===== src/rtl/inst_queue_issue.sv =====
// -----------------------------------------------------------------------------
// inst_queue_issue
//   In-order instruction buffer between the fetcher and the decoder. Fetched
//   {inst, pc, predicted-jump} entries are held in a circular FIFO. At most one
//   entry is issued per cycle, and only when the ROB and the unit that will
//   receive it (RS for ALU ops, LSB for loads/stores) both have room. A ROB
//   clear discards everything buffered.
//
// Ports:
//   clk, rst           clock, synchronous active-high reset
//   rdy                global ready; when low, all state holds (strobe drops)
//   iIF_en/inst/pc/pd  push request from the fetcher
//   oIF_full           queue cannot accept a push this cycle (combinational)
//   iROB_full          ROB has no free entry
//   iRS_full           reservation station has no free entry
//   iLSB_full          load/store buffer has no free entry
//   iROB_clr           misprediction flush
//   oDEC_en            registered one-cycle issue strobe
//   oDEC_inst/pc/pd    issued entry (holds when no issue)
// -----------------------------------------------------------------------------
module inst_queue_issue #(
   parameter int DEPTH = 16,
   parameter int PTR_W = 4
) (
   input  logic        clk,
   input  logic        rst,
   input  logic        rdy,
   input  logic        iIF_en,
   input  logic [31:0] iIF_inst,
   input  logic [31:0] iIF_pc,
   input  logic        iIF_pd,
   output logic        oIF_full,
   input  logic        iROB_full,
   input  logic        iRS_full,
   input  logic        iLSB_full,
   input  logic        iROB_clr,
   output logic        oDEC_en,
   output logic [31:0] oDEC_inst,
   output logic [31:0] oDEC_pc,
   output logic        oDEC_pd
);

   localparam logic [PTR_W:0] FULL_CNT = DEPTH[PTR_W:0];

   logic [31:0]      inst_mem [DEPTH];
   logic [31:0]      pc_mem   [DEPTH];
   logic             pd_mem   [DEPTH];

   logic [PTR_W-1:0] head;
   logic [PTR_W-1:0] tail;
   logic [PTR_W:0]   count;

   logic [31:0]      head_inst_p0;
   logic             head_mem_p0;
   logic             advance_p0;
   logic             push_p0;
   logic             issue_p0;

   // Loads and stores go to the LSB; every other opcode (unknown ones too)
   // goes to the RS and is turned into a NOP further down the pipe.
   function automatic logic is_mem_op(input logic [6:0] opcode);
      return (opcode == 7'b0000011) || (opcode == 7'b0100011);
   endfunction

   assign oIF_full     = (count == FULL_CNT);
   assign head_inst_p0 = inst_mem[head];
   assign head_mem_p0  = is_mem_op(head_inst_p0[6:0]);

   // Flush and !rdy both freeze pushes and issues for this edge.
   assign advance_p0 = !rst && !iROB_clr && rdy;
   // Full is judged on the pre-edge count, so an issue in the same cycle
   // does not open a slot for the push.
   assign push_p0    = advance_p0 && iIF_en && !oIF_full;
   // Head-of-line blocking: only the head is ever considered.
   assign issue_p0   = advance_p0 && (count != '0) && !iROB_full &&
                       (head_mem_p0 ? !iLSB_full : !iRS_full);

   // ---- stage p0 -> storage: write the pushed entry at tail ----
   always_ff @(posedge clk) begin
      if (push_p0) begin
         inst_mem[tail] <= iIF_inst;
         pc_mem[tail]   <= iIF_pc;
         pd_mem[tail]   <= iIF_pd;
      end
   end

   // ---- stage p0 -> p1: pointer/count update and issue register ----
   always_ff @(posedge clk) begin
      if (rst) begin
         head      <= '0;
         tail      <= '0;
         count     <= '0;
         oDEC_en   <= 1'b0;
         oDEC_inst <= '0;
         oDEC_pc   <= '0;
         oDEC_pd   <= 1'b0;
      end else if (iROB_clr) begin
         head    <= '0;
         tail    <= '0;
         count   <= '0;
         oDEC_en <= 1'b0;
      end else if (!rdy) begin
         oDEC_en <= 1'b0;
      end else begin
         if (push_p0) begin
            tail <= tail + 1'b1;
         end
         if (issue_p0) begin
            oDEC_inst <= head_inst_p0;
            oDEC_pc   <= pc_mem[head];
            oDEC_pd   <= pd_mem[head];
            oDEC_en   <= 1'b1;
            head      <= head + 1'b1;
         end else begin
            oDEC_en <= 1'b0;
         end
         case ({push_p0, issue_p0})
            2'b10:   count <= count + 1'b1;
            2'b01:   count <= count - 1'b1;
            default: count <= count;
         endcase
      end
   end

endmodule


===== config.mk =====
export PLATFORM = sky130hd
export DESIGN_NAME = inst_queue_issue
export DESIGN_NICKNAME = d
export VERILOG_FILES = /design/src/rtl/inst_queue_issue.sv
export SDC_FILE = /design/constraint.sdc
export NUM_CORES = 1
export LEC_CHECK = 0
export ABC_AREA = 1
export ABC_CLOCK_PERIOD_IN_PS = 6300
export BUFFER_PORTS_ARGS = -buffer_cell sky130_fd_sc_hd__buf_2
export CAP_MARGIN = 10
export CORE_ASPECT_RATIO = 0.75
export CORE_MARGIN = 1.5
export CORE_UTILIZATION = 45
export DETAILED_ROUTE_END_ITERATION = 6
export PLACE_DENSITY = 0.63
export SYNTH_ARGS = -nofsm -noshare
export SYNTH_HDL_FRONTEND = slang
export SYNTH_SLANG_ARGS = --single-unit

===== constraint.sdc =====
create_clock -name clk -period 6.3 [get_ports clk]
set_clock_uncertainty 0.05 [all_clocks]
set_input_delay 1.26 -clock clk [delete_from_list [all_inputs] [get_ports clk]]
set_output_delay 1.26 -clock clk [all_outputs]
set_load 0.05 [all_outputs]

## Word level (Yosys, flattened, before mapping)

Memories as Yosys holds them, arrays and structs flattened. A register that Yosys moved wholly into a read port is not among the register bits.
Index checks and enable logic that the tools add are counted.

- Bitwise operators: 2
- Mux-type cells: 7
- Reductions and logical operators: 22
- Add/subtract/negate cells: 4
- Eq/ne operators: 5

Operator list:

| cell | number |
|---|---|
| case mux 5 bit (2 select lines) | 1 |
| adder 4 x 1 -> 4 bit (second input constant) | 2 |
| two-way mux 4 bit | 2 |
| equality test 7 x 2 -> 1 bit (second input constant) | 1 |
| equality test 7 x 6 -> 1 bit (second input constant) | 1 |
| logical AND 1 bit | 7 |
| logical NOT 1 bit | 6 |
| AND reduction 2 bit | 3 |
| adder 5 x 1 -> 5 bit (second input constant) | 1 |
| equality test 5 bit (second input constant) | 1 |
| nonzero test 5 bit | 1 |
| subtractor 5 x 1 -> 5 bit (second input constant) | 1 |
| two-way mux 1 bit | 4 |
| AND reduction 3 bit | 1 |
| OR reduction 3 bit | 1 |
| equality test 2 x 1 -> 1 bit (second input constant) | 1 |
| equality test 2 bit (second input constant) | 1 |
| NOT 1 bit | 2 |
| nonzero test 2 bit | 1 |
| OR reduction 2 bit | 1 |
| logical OR 1 bit | 1 |

- Input bits: 73
- Output and inout bits: 67
- Memories: 3
- RAM bits: 1040
- Bits in registers: 46

Memories:

| memory | words | bits a word | read ports | clocked after Yosys merged registers in | write ports | line | source |
|---|---|---|---|---|---|---|---|
| inst_mem | 16 | 32 | 1 | 1 | 1 | 45 | `logic [31:0] inst_mem [DEPTH];` |
| pc_mem | 16 | 32 | 1 | 1 | 1 | 46 | `logic [31:0] pc_mem [DEPTH];` |
| pd_mem | 16 | 1 | 1 | 1 | 1 | 47 | `logic pd_mem [DEPTH];` |

## Longest topological paths before layout

Gate-level depths: netlist of run 1.

- Word-level depth: 9
- Mapped depth: 26
- Depth with buffers taken out: 22

## Least setup slack after synthesis of run 1

No wires, ideal clock.

- Kind: input to register
- From: input iROB_clr
- To: memory inst_mem[11][0], enable pin
- Data arrival time: 4922 ps
- Path buffers: 0
- Slack: 839 ps
- Data required time: 5762 ps
- Cell stages on the path: 7
- Library setup time: 488 ps
- Path through: nor2_1 > nand2_1 > nor2_1 > o21ai_0 > inv_1 > nand2_1 > nor2_1

- Word-level cells in the longest chain between the ends: 7

Ends and longest elaborated chain:

| element | line | source |
|---|---|---|
| from (decl) | 36 | `input logic iROB_clr,` |
| logical NOT 1 bit | 70 | `assign advance_p0 = !rst && !iROB_clr && rdy;` |
| logical AND 1 bit (2 in series) | 70 |  |
| logical AND 1 bit (2 in series) | 73 | `assign push_p0 = advance_p0 && iIF_en && !oIF_full;` |
| two-way mux 1 bit | 80 | `if (push_p0) begin` |
| two-way mux 1 bit (implied by the code) | 81 | `inst_mem[tail] <= iIF_inst;` |
| to (decl) | 45 |  |

No other way between the ends.

==> results of run 1 <==
-- worst max-delay path, cell delays in order, from the launching register on --
cell     delay (ns)
dfxtp_4        0.63
buf_4          0.63
nand3_1        0.15
nand3_1        0.11
nand2_1        0.14
nor2_1         0.21
nand4_1        0.24
nand3_4        0.38
inv_1          0.08
ha_1           0.29
fa_1           0.44
a21o_1         0.19
a21oi_1        0.12
inv_1          0.06
a21oi_1        0.10
o21ai_0        0.12
o21ai_0        0.16
a21oi_1        0.05
-- through the flow --
stage	cells	worst slack [ns]	util (%)	hold slack [ns]	cell area [µm²]
floorplan	3522	0.839	-	0.424	43900
global placement	4786	1.87	47.8	0.448	45900
detailed placement	4786	1.83	47.8	0.448	45900
CTS	4979	2.03	51.4	0.461	49300
global route	4979	1.71	51.4	0.481	49300
finish	4982	2.00	51.4	0.458	49300
-- cell usage in the layout, fill, tap and decap left out, drive strengths merged --
cell      synthesis  layout
nand2           407     407
clkinvlp          0       1
xnor2             2       2
clkinv            3      24
nor3              2       2
diode             0       3
buf              53     198
nand4             3       3
a2111oi           1       1
clkbuf          181     158
a211oi            1       1
inv             146     150
xor2              2       2
o21ai           574     574
bufinv            0       9
fa                1       1
ha                9       9
nand3           106     106
a21oi            59      59
o22ai           146     146
dfxtp            83      83
edfxtp         1040    1040
nor2            612     612
o221ai           80      80
a21o              1       1
o211ai           10      10
-- cell usage after synthesis, types with 2 or more instances --
| master | number | share of area (%) |
|---|---|---|
| nand4_1 | 3 | 0.043 |
| xor2_1 | 2 | 0.040 |
| dfxtp_1 | 83 | 3.8 |
| edfxtp_1 | 1040 | 71 |
| nand2_1 | 407 | 3.5 |
| ha_1 | 9 | 0.26 |
| o211ai_1 | 10 | 0.17 |
| buf_1 | 12 | 0.10 |
| buf_4 | 5 | 0.086 |
| inv_2 | 2 | 0.017 |
| clkbuf_1 | 181 | 1.5 |
| o21ai_0 | 571 | 6.5 |
| nor3_1 | 2 | 0.023 |
| nand3_1 | 105 | 1.2 |
| inv_1 | 144 | 1.2 |
| xnor2_1 | 2 | 0.040 |
| clkinv_1 | 3 | 0.026 |
| o22ai_1 | 146 | 2.1 |
| nor2_1 | 612 | 5.2 |
| o21ai_1 | 3 | 0.034 |
| buf_6 | 8 | 0.21 |
| a21oi_1 | 59 | 0.67 |
| o221ai_1 | 80 | 1.6 |
| buf_2 | 28 | 0.32 |
-- cells by family after synthesis --
kind of cell | Yosys count | share of synthesized area (%)
simple gates | 1130 | 10.0
flops | 1123 | 75.0
compound gates | 872 | 11.1
buf+inv | 383 | 3.54
fa+ha+maj | 10 | 0.302
xor+xnor | 4 | 0.0799
-- area by class of cell --
cell class                      count  area share (%)
Antenna cell                        3          0.0152
Clock buffer                      158            6.04
Clock inverter                     35           0.928
Inverter                          149            1.16
Multi-Input combinational cell   2016            19.4
Sequential cell                  1123            66.7
Tap cell                         1300            3.30
Timing Repair Buffer              198            2.46
-- layer usage --
metal | track usage, % | vias to the layer above | share of wire [%]
met5 | 0 | - | 0.055
met3 | 4.13 | 173 | 6.9
met4 | 5.44 | 10 | 2.0
met2 | 34.3 | 888 | 46
met1 | 32.4 | 13700 | 45
li1 | - | 12800 | -
-- power by group through the flow --
| stage | Sequential [W] | Clock [W] | Combinational [W] |
|---|---|---|---|
| 6_report | 0.00814 | 0.00636 | 0.000170 |
| 5_1_grt | 0.00814 | 0.00675 | 0.000187 |
| 4_1_cts | 0.00814 | 0.00646 | 0.000171 |
| 3_5_place_dp | 0.00830 | 0 | 0.000171 |
| 3_3_place_gp | 0.00830 | 0 | 0.000169 |
| 2_1_floorplan | 0.00831 | 0 | 0.0000317 |
-- final timing paths --
path	from	end	slack, ns
worst max register to register	flip-flop	count[4]$_SDFFE_PP0P_	2.00
worst min-delay path	oDEC_inst[2]$_SDFFE_PP0P_	oDEC_inst[2]$_SDFFE_PP0P_	0.46
worst max-delay path	flip-flop	count[4]$_SDFFE_PP0P_	2.00
worst min register to register	oDEC_inst[2]$_SDFFE_PP0P_	oDEC_inst[2]$_SDFFE_PP0P_	0.46
-- sequential cells by signal, summed over array words and instances, names as in the netlist, 4 cells and up, named ones only --
name       flops
count          5
head           4
inst_mem     512
oDEC_inst     32
oDEC_pc       32
pc_mem       512
pd_mem        16
tail           4
==> key figures, run 1 <==
Die
  – Core area: 96000 µm²
  – Die width: around 360 µm
  – I/O pin total: 140
  – Die height: 273 µm
  – Initial core utilization: 45.7%
  – Die area: 99400 µm²
  – # rows: 98

Synth
  – Seq/Total Area, Yosys: 75.0%
  – Synth cell types: 29
  – Yosys reg bits: 1123
  – Mapped Cells: around 3500
  – Synth Flop Type: edfxtp_1
  – Syn nets: 3605
  – Async S/R FF share, synth: 0%
  – Post-synth EDFFs: around 1000
  – Mapped cell area: 43900 µm²
  – Yosys warns: 0
  – Mean Syn Cell Area: around 12 µm²

Routing
  – Wire length per cell: 22.1 µm
  – Detailed Route WL: 110000 µm
  – Drt pass-1 iters: 5
  – Vias per inst: 5.54
  – DR iter-0 viols: 2941
  – DR vias: between 20000 and 30000
  – Drc violations: 0
  – Detail Route Antenna Nets: 0

Clock network
  – Clock sink count: 1123
  – CTS tree: done
  – Latest clock arrival within the worst-skew pair: 0.71 ns
  – Cts repair resizes: 0
  – Num CTS Buffers: 104
  – Root Buffer: clkbuf_16
  – CTS Hold Bufs: 0
  – # Post-CTS Setup Buffers: 0
  – Clock transition at path regs: 0.06 ns
  – CTS Buffer Depth: 3
  – CTS H-Tree Depth: 3

STA
  – Worst-margin pin slew: 1.10 ns
  – Minimum clock period: approximately 4.3 ns
  – Fmax: 232 MHz
  – Relative slew slack: 26.5%
  – Hold Fails Final Rpt: 0
  – RSZ-0062 raised after global routing: false
  – Final Setup Violations: 0
  – Slew Limit Fails: 0
  – Period utilisation layout: 68.3%
  – Fin Setup TNS: 0 ns

Final layout
  – Fillers: around 8000
  – Final nets: 3675
  – Seq. cell area: 32900 µm²
  – Share of cells above drive strength 1: approximately a tenth
  – Multi-input logic area: approximately 9600 µm²
  – Area grow syn2layout: 12.4%

Setup path
  – Worst endpoint required time: 6.83 ns
  – Crit path DAT: a little under 5 ns
  – WS Path Type: flip-flop to flip-flop
  – Crit path launch type: flip-flop
  – R2R depth: 17
  – Worst-path maximum fanout: 52
  – CP endpoint kind: flip-flop

Pwr
  – Power Dens Cells: 297 nW/µm²
  – Static Leak: 17.1 nW
  – Switching pwr: about 0.0029 W
  – VDD IR-drop max: 0.000220 V
  – Sw Share: about a fifth
  – Int Pwr: 0.0118 W
  – Clock power frac: 43.4%
  – Sequential Power Share: 55.5%
  – Gate power share: 1.2%
  – Total power draw: 0.0147 W

Placement
  – Gpl congestion: 0.778
  – Hpwl dp: between 50000 and 60000 µm
  – Port Buffers: around 140

Outcome
  – Outcome: complete, no violations

Worst hold path
  – Hold Path Class: flip-flop to flip-flop
  – Cells on Worst Hold Path: 4

GRT
  – First-pass GRT wire length: 166000 µm
  – Largest net degree at the start of global routing: 156
  – Antenna violations before repair: 8
  – Gr usage total: 22.2%
  – Vias in the first global route: 26400
  – Grt total ovfl: 0

Flow run
  – Max Cap Viol: 0
(Power assumes the default switching activity.)
==> inputs of run 2 (changes only) <==
- ABC_CLOCK_PERIOD_IN_PS: 6300 -> 3800
- PLACE_DENSITY: 0.63 -> 0.65
- clock period: 6.3 -> 3.8 ns (I/O delays scaled with it)
==> run 2 against run 1 <==
  * Power is 66% higher
  * Routed wire length is 0.65% higher
  * Utilization is 0.49 points higher
  * Via count is 0.35% higher
  * Clock-buffer cell count is 19 lower
  * Sequential power is 66% higher
  * First-iteration DRC count is 15% higher
  * Die area stayed put
  * Global-route usage hardly changed
  * Fmax is 23% higher
  * Non-clock buffer count is 10 higher
  * Largest power group unchanged
  * Highest routed layer unchanged
==> key figures, run 2 (synthesis results as in run 1) <==
Routing
  – Detailed Route WL: 111000 µm (+0.65%)
  – Vias per inst: 5.55 (+0.13%)
  – DR iter-0 viols: 3387 (+15%)
  – Drt pass-1 iters: 6 (+1)
  – DR vias: 27700 (+0.35%)
  – Detail Route Antenna Nets: 0 (unchanged)
  – Wire length per cell: 22.2 µm (+0.43%)
  – Drc violations: 0 (unchanged)

Final layout
  – Commonest non-fill, non-tap cells in the layout: 1040 x edfxtp_1, 596 x nor2_1, 571 x o21ai_0, 407 x nand2_1, 146 x o22ai_1
  – Final nets: 3686 (+0.30%)
  – Regs by FF count: inst_mem: 512 flops, pc_mem: 512 flops
  – Most common cell after layout, fill and taps aside: edfxtp_1
  – Area grow syn2layout: 13.5%
  – Share of cells above drive strength 1: 10.6% (+0.21 points)
  – Final instance area: 49800 µm² (+0.95%)
  – Post-layout util: 51.9% (+0.49 points)

Setup path
  – R2r endpoint: count[4]$_SDFFE_PP0P_
  – Buf/Inv on CP: 3 (unchanged)
  – Reg2reg setup slack: 0.31 ns (-1.69 ns)
  – WS Path Type: flip-flop to flip-flop
  – Crit path launch type: flip-flop
  – Worst-path maximum fanout: 52 (unchanged)
  – Crit path DAT: 4.02 ns (-0.81 ns)
  – Crit path max-delay family: simple AND/OR/NAND/NOR gates
  – Critical Path Max Stage Delay: 0.43 ns (-0.20 ns)
  – Slowest cell on crit path: fa_1
  – R2R depth: 19 (+2)
  – Worst endpoint required time: 4.33 ns (-2.50 ns)
  – Critical-path cell list: inv_6, nand2_1, nand3_1, nand3_1, nand3_1, nand2_1, nor2_1, nand4_1, nand3_4, inv_1, ha_1, fa_1, a21o_1, a21oi_1, inv_1, a21oi_1, o21ai_0, o21ai_0, a21oi_1
  – CP endpoint kind: flip-flop

STA
  – Fmax: 286 MHz (+23%)
  – Final WS setup: 0.309 ns (-1.69 ns)
  – Fin Setup TNS: 0 ns (unchanged)
  – Period utilisation layout: 91.9% (+24 points)
  – Final Setup Violations: 0 (unchanged)
  – Hold Fails Final Rpt: 0 (unchanged)
  – Worst-margin pin slew: 1.07 ns (-0.0334 ns)
  – Slew Limit Fails: 0 (unchanged)
  – WHS: 0.356 ns (-0.102 ns)
  – Minimum clock period: 3.49 ns (-0.812 ns)
  – Relative slew slack: 28.8% (+2.2 points)

Worst hold path
  – Hold Path Sink: count[2]$_SDFFE_PP0P_
  – Hold Path Class: input port to flip-flop
  – Cells on Worst Hold Path: 4 (unchanged)
  – Hold Crit Start: rdy

Placement
  – Port Buffers: 139 (unchanged)
  – Hpwl dp: 53900 µm (-9.0%)
  – Place WS: 0.302 ns (-1.53 ns)
  – Area post-placement: 46300 µm² (+0.94%)
  – Gpl congestion: 0.778 (about the same)

Clock network
  – # Post-CTS Setup Buffers: 0 (unchanged)
  – Clock sink count: 1123 (unchanged)
  – CTS Buffer Depth: 3 (unchanged)
  – CTS tree: done
  – Root Buffer: clkbuf_16
  – Num CTS Buffers: 105 (+0.96%)
  – Clock transition at path regs: 0.07 ns (about the same)
  – CTS H-Tree Depth: 3 (unchanged)
  – Latest clock arrival within the worst-skew pair: 0.71 ns (about the same)

Outcome
  – Outcome: complete, no violations

GRT
  – Largest net degree at the start of global routing: 165 (+5.8%)
  – Vias in the first global route: 25900 (-2.1%)
  – Grt total ovfl: 0 (unchanged)
  – First-pass GRT wire length: 165000 µm (-0.89%)
  – Antenna violations before repair: 14 (+6)
  – Gr usage total: 22.1% (about the same)

Flow run
  – Max Cap Viol: 0 (unchanged)

Die
  – Die height: 273 µm (unchanged)
  – Die width: 364 µm (unchanged)
  – Die area: 99400 µm² (unchanged)
  – Core area: 96000 µm² (unchanged)
  – Initial core utilization: 45.7% (unchanged)
  – # rows: 98 (unchanged)
  – I/O pin total: 140 (unchanged)

Pwr
  – Static Leak: 17.2 nW (+0.95%)
  – VDD IR-drop max: 0.000338 V (+53%)
  – Power Dens Cells: 489 nW/µm² (+64%)
## run 2: worst max path at each step
stage	end	cells past startpoint	slack (ns)
floorplan	inst_mem[3][0]$_DFFE_PP_	7	-0.12
global placement	count[4]$_SDFFE_PP0P_	21	0.37
detailed placement	count[4]$_SDFFE_PP0P_	21	0.30
CTS	count[4]$_SDFFE_PP0P_	21	0.30
global route	count[4]$_SDFFE_PP0P_	19	-0.002
finish	count[4]$_SDFFE_PP0P_	19	0.31
## run 2: final cells by class
cell class,instances,area [µm²]
fill,8097,46200
multi-input combinational,2016,9570
tap,1300,1630
antenna,3,7.51
clock buffer,139,2890
timing repair buffer,208,1680
sequential,1123,32900
inverter,149,574
clock inverter,55,554
## run 2: timing repair
action / in CTS / in global routing
setup endpoints to repair: 0 / 1
gates resized for setup: 0 / 1
hold buffers: 0 / 0
## run 2: metrics by stage
stage	power [W]	instances
floorplan	0.0138	3522
global placement	0.0140	4795
detailed placement	0.0140	4795
CTS	0.0245	4989
global route	0.0250	4991
finish	0.0244	4993
## run 2: worst register-to-register path: stages (launching register included)
cell and delay [ns]:
dfxtp_4 0.39, inv_6 0.31, nand2_1 0.14, nand3_1 0.09, nand3_1 0.08, nand3_1 0.11
nand2_1 0.13, nor2_1 0.16, nand4_1 0.22, nand3_4 0.14, inv_1 0.05, ha_1 0.26
fa_1 0.43, a21o_1 0.20, a21oi_1 0.12, inv_1 0.06, a21oi_1 0.11, o21ai_0 0.12
o21ai_0 0.16, a21oi_1 0.06
## run 2: power breakdown
part	leakage (nW)	total, W	internal [W]	switching [W]
sequential	10.0	0.0135	0.0135	0.00000464
clock	1.69	0.0106	0.00608	0.00451
combinational	5.50	0.000268	0.0000501	0.000218
## run 2: metal layers
metal / GRT usage (%) / vias up / share of wire, % / wire [µm]
met5: 0 / - / 0.077 / 86
met3: 4.02 / 213 / 7.3 / 8150
met4: 7.06 / 14 / 2.8 / 3090
li1: - / 12900 / - / -
met1: 31.9 / 13500 / 44 / 49000
met2: 34.1 / 1083 / 46 / 50700
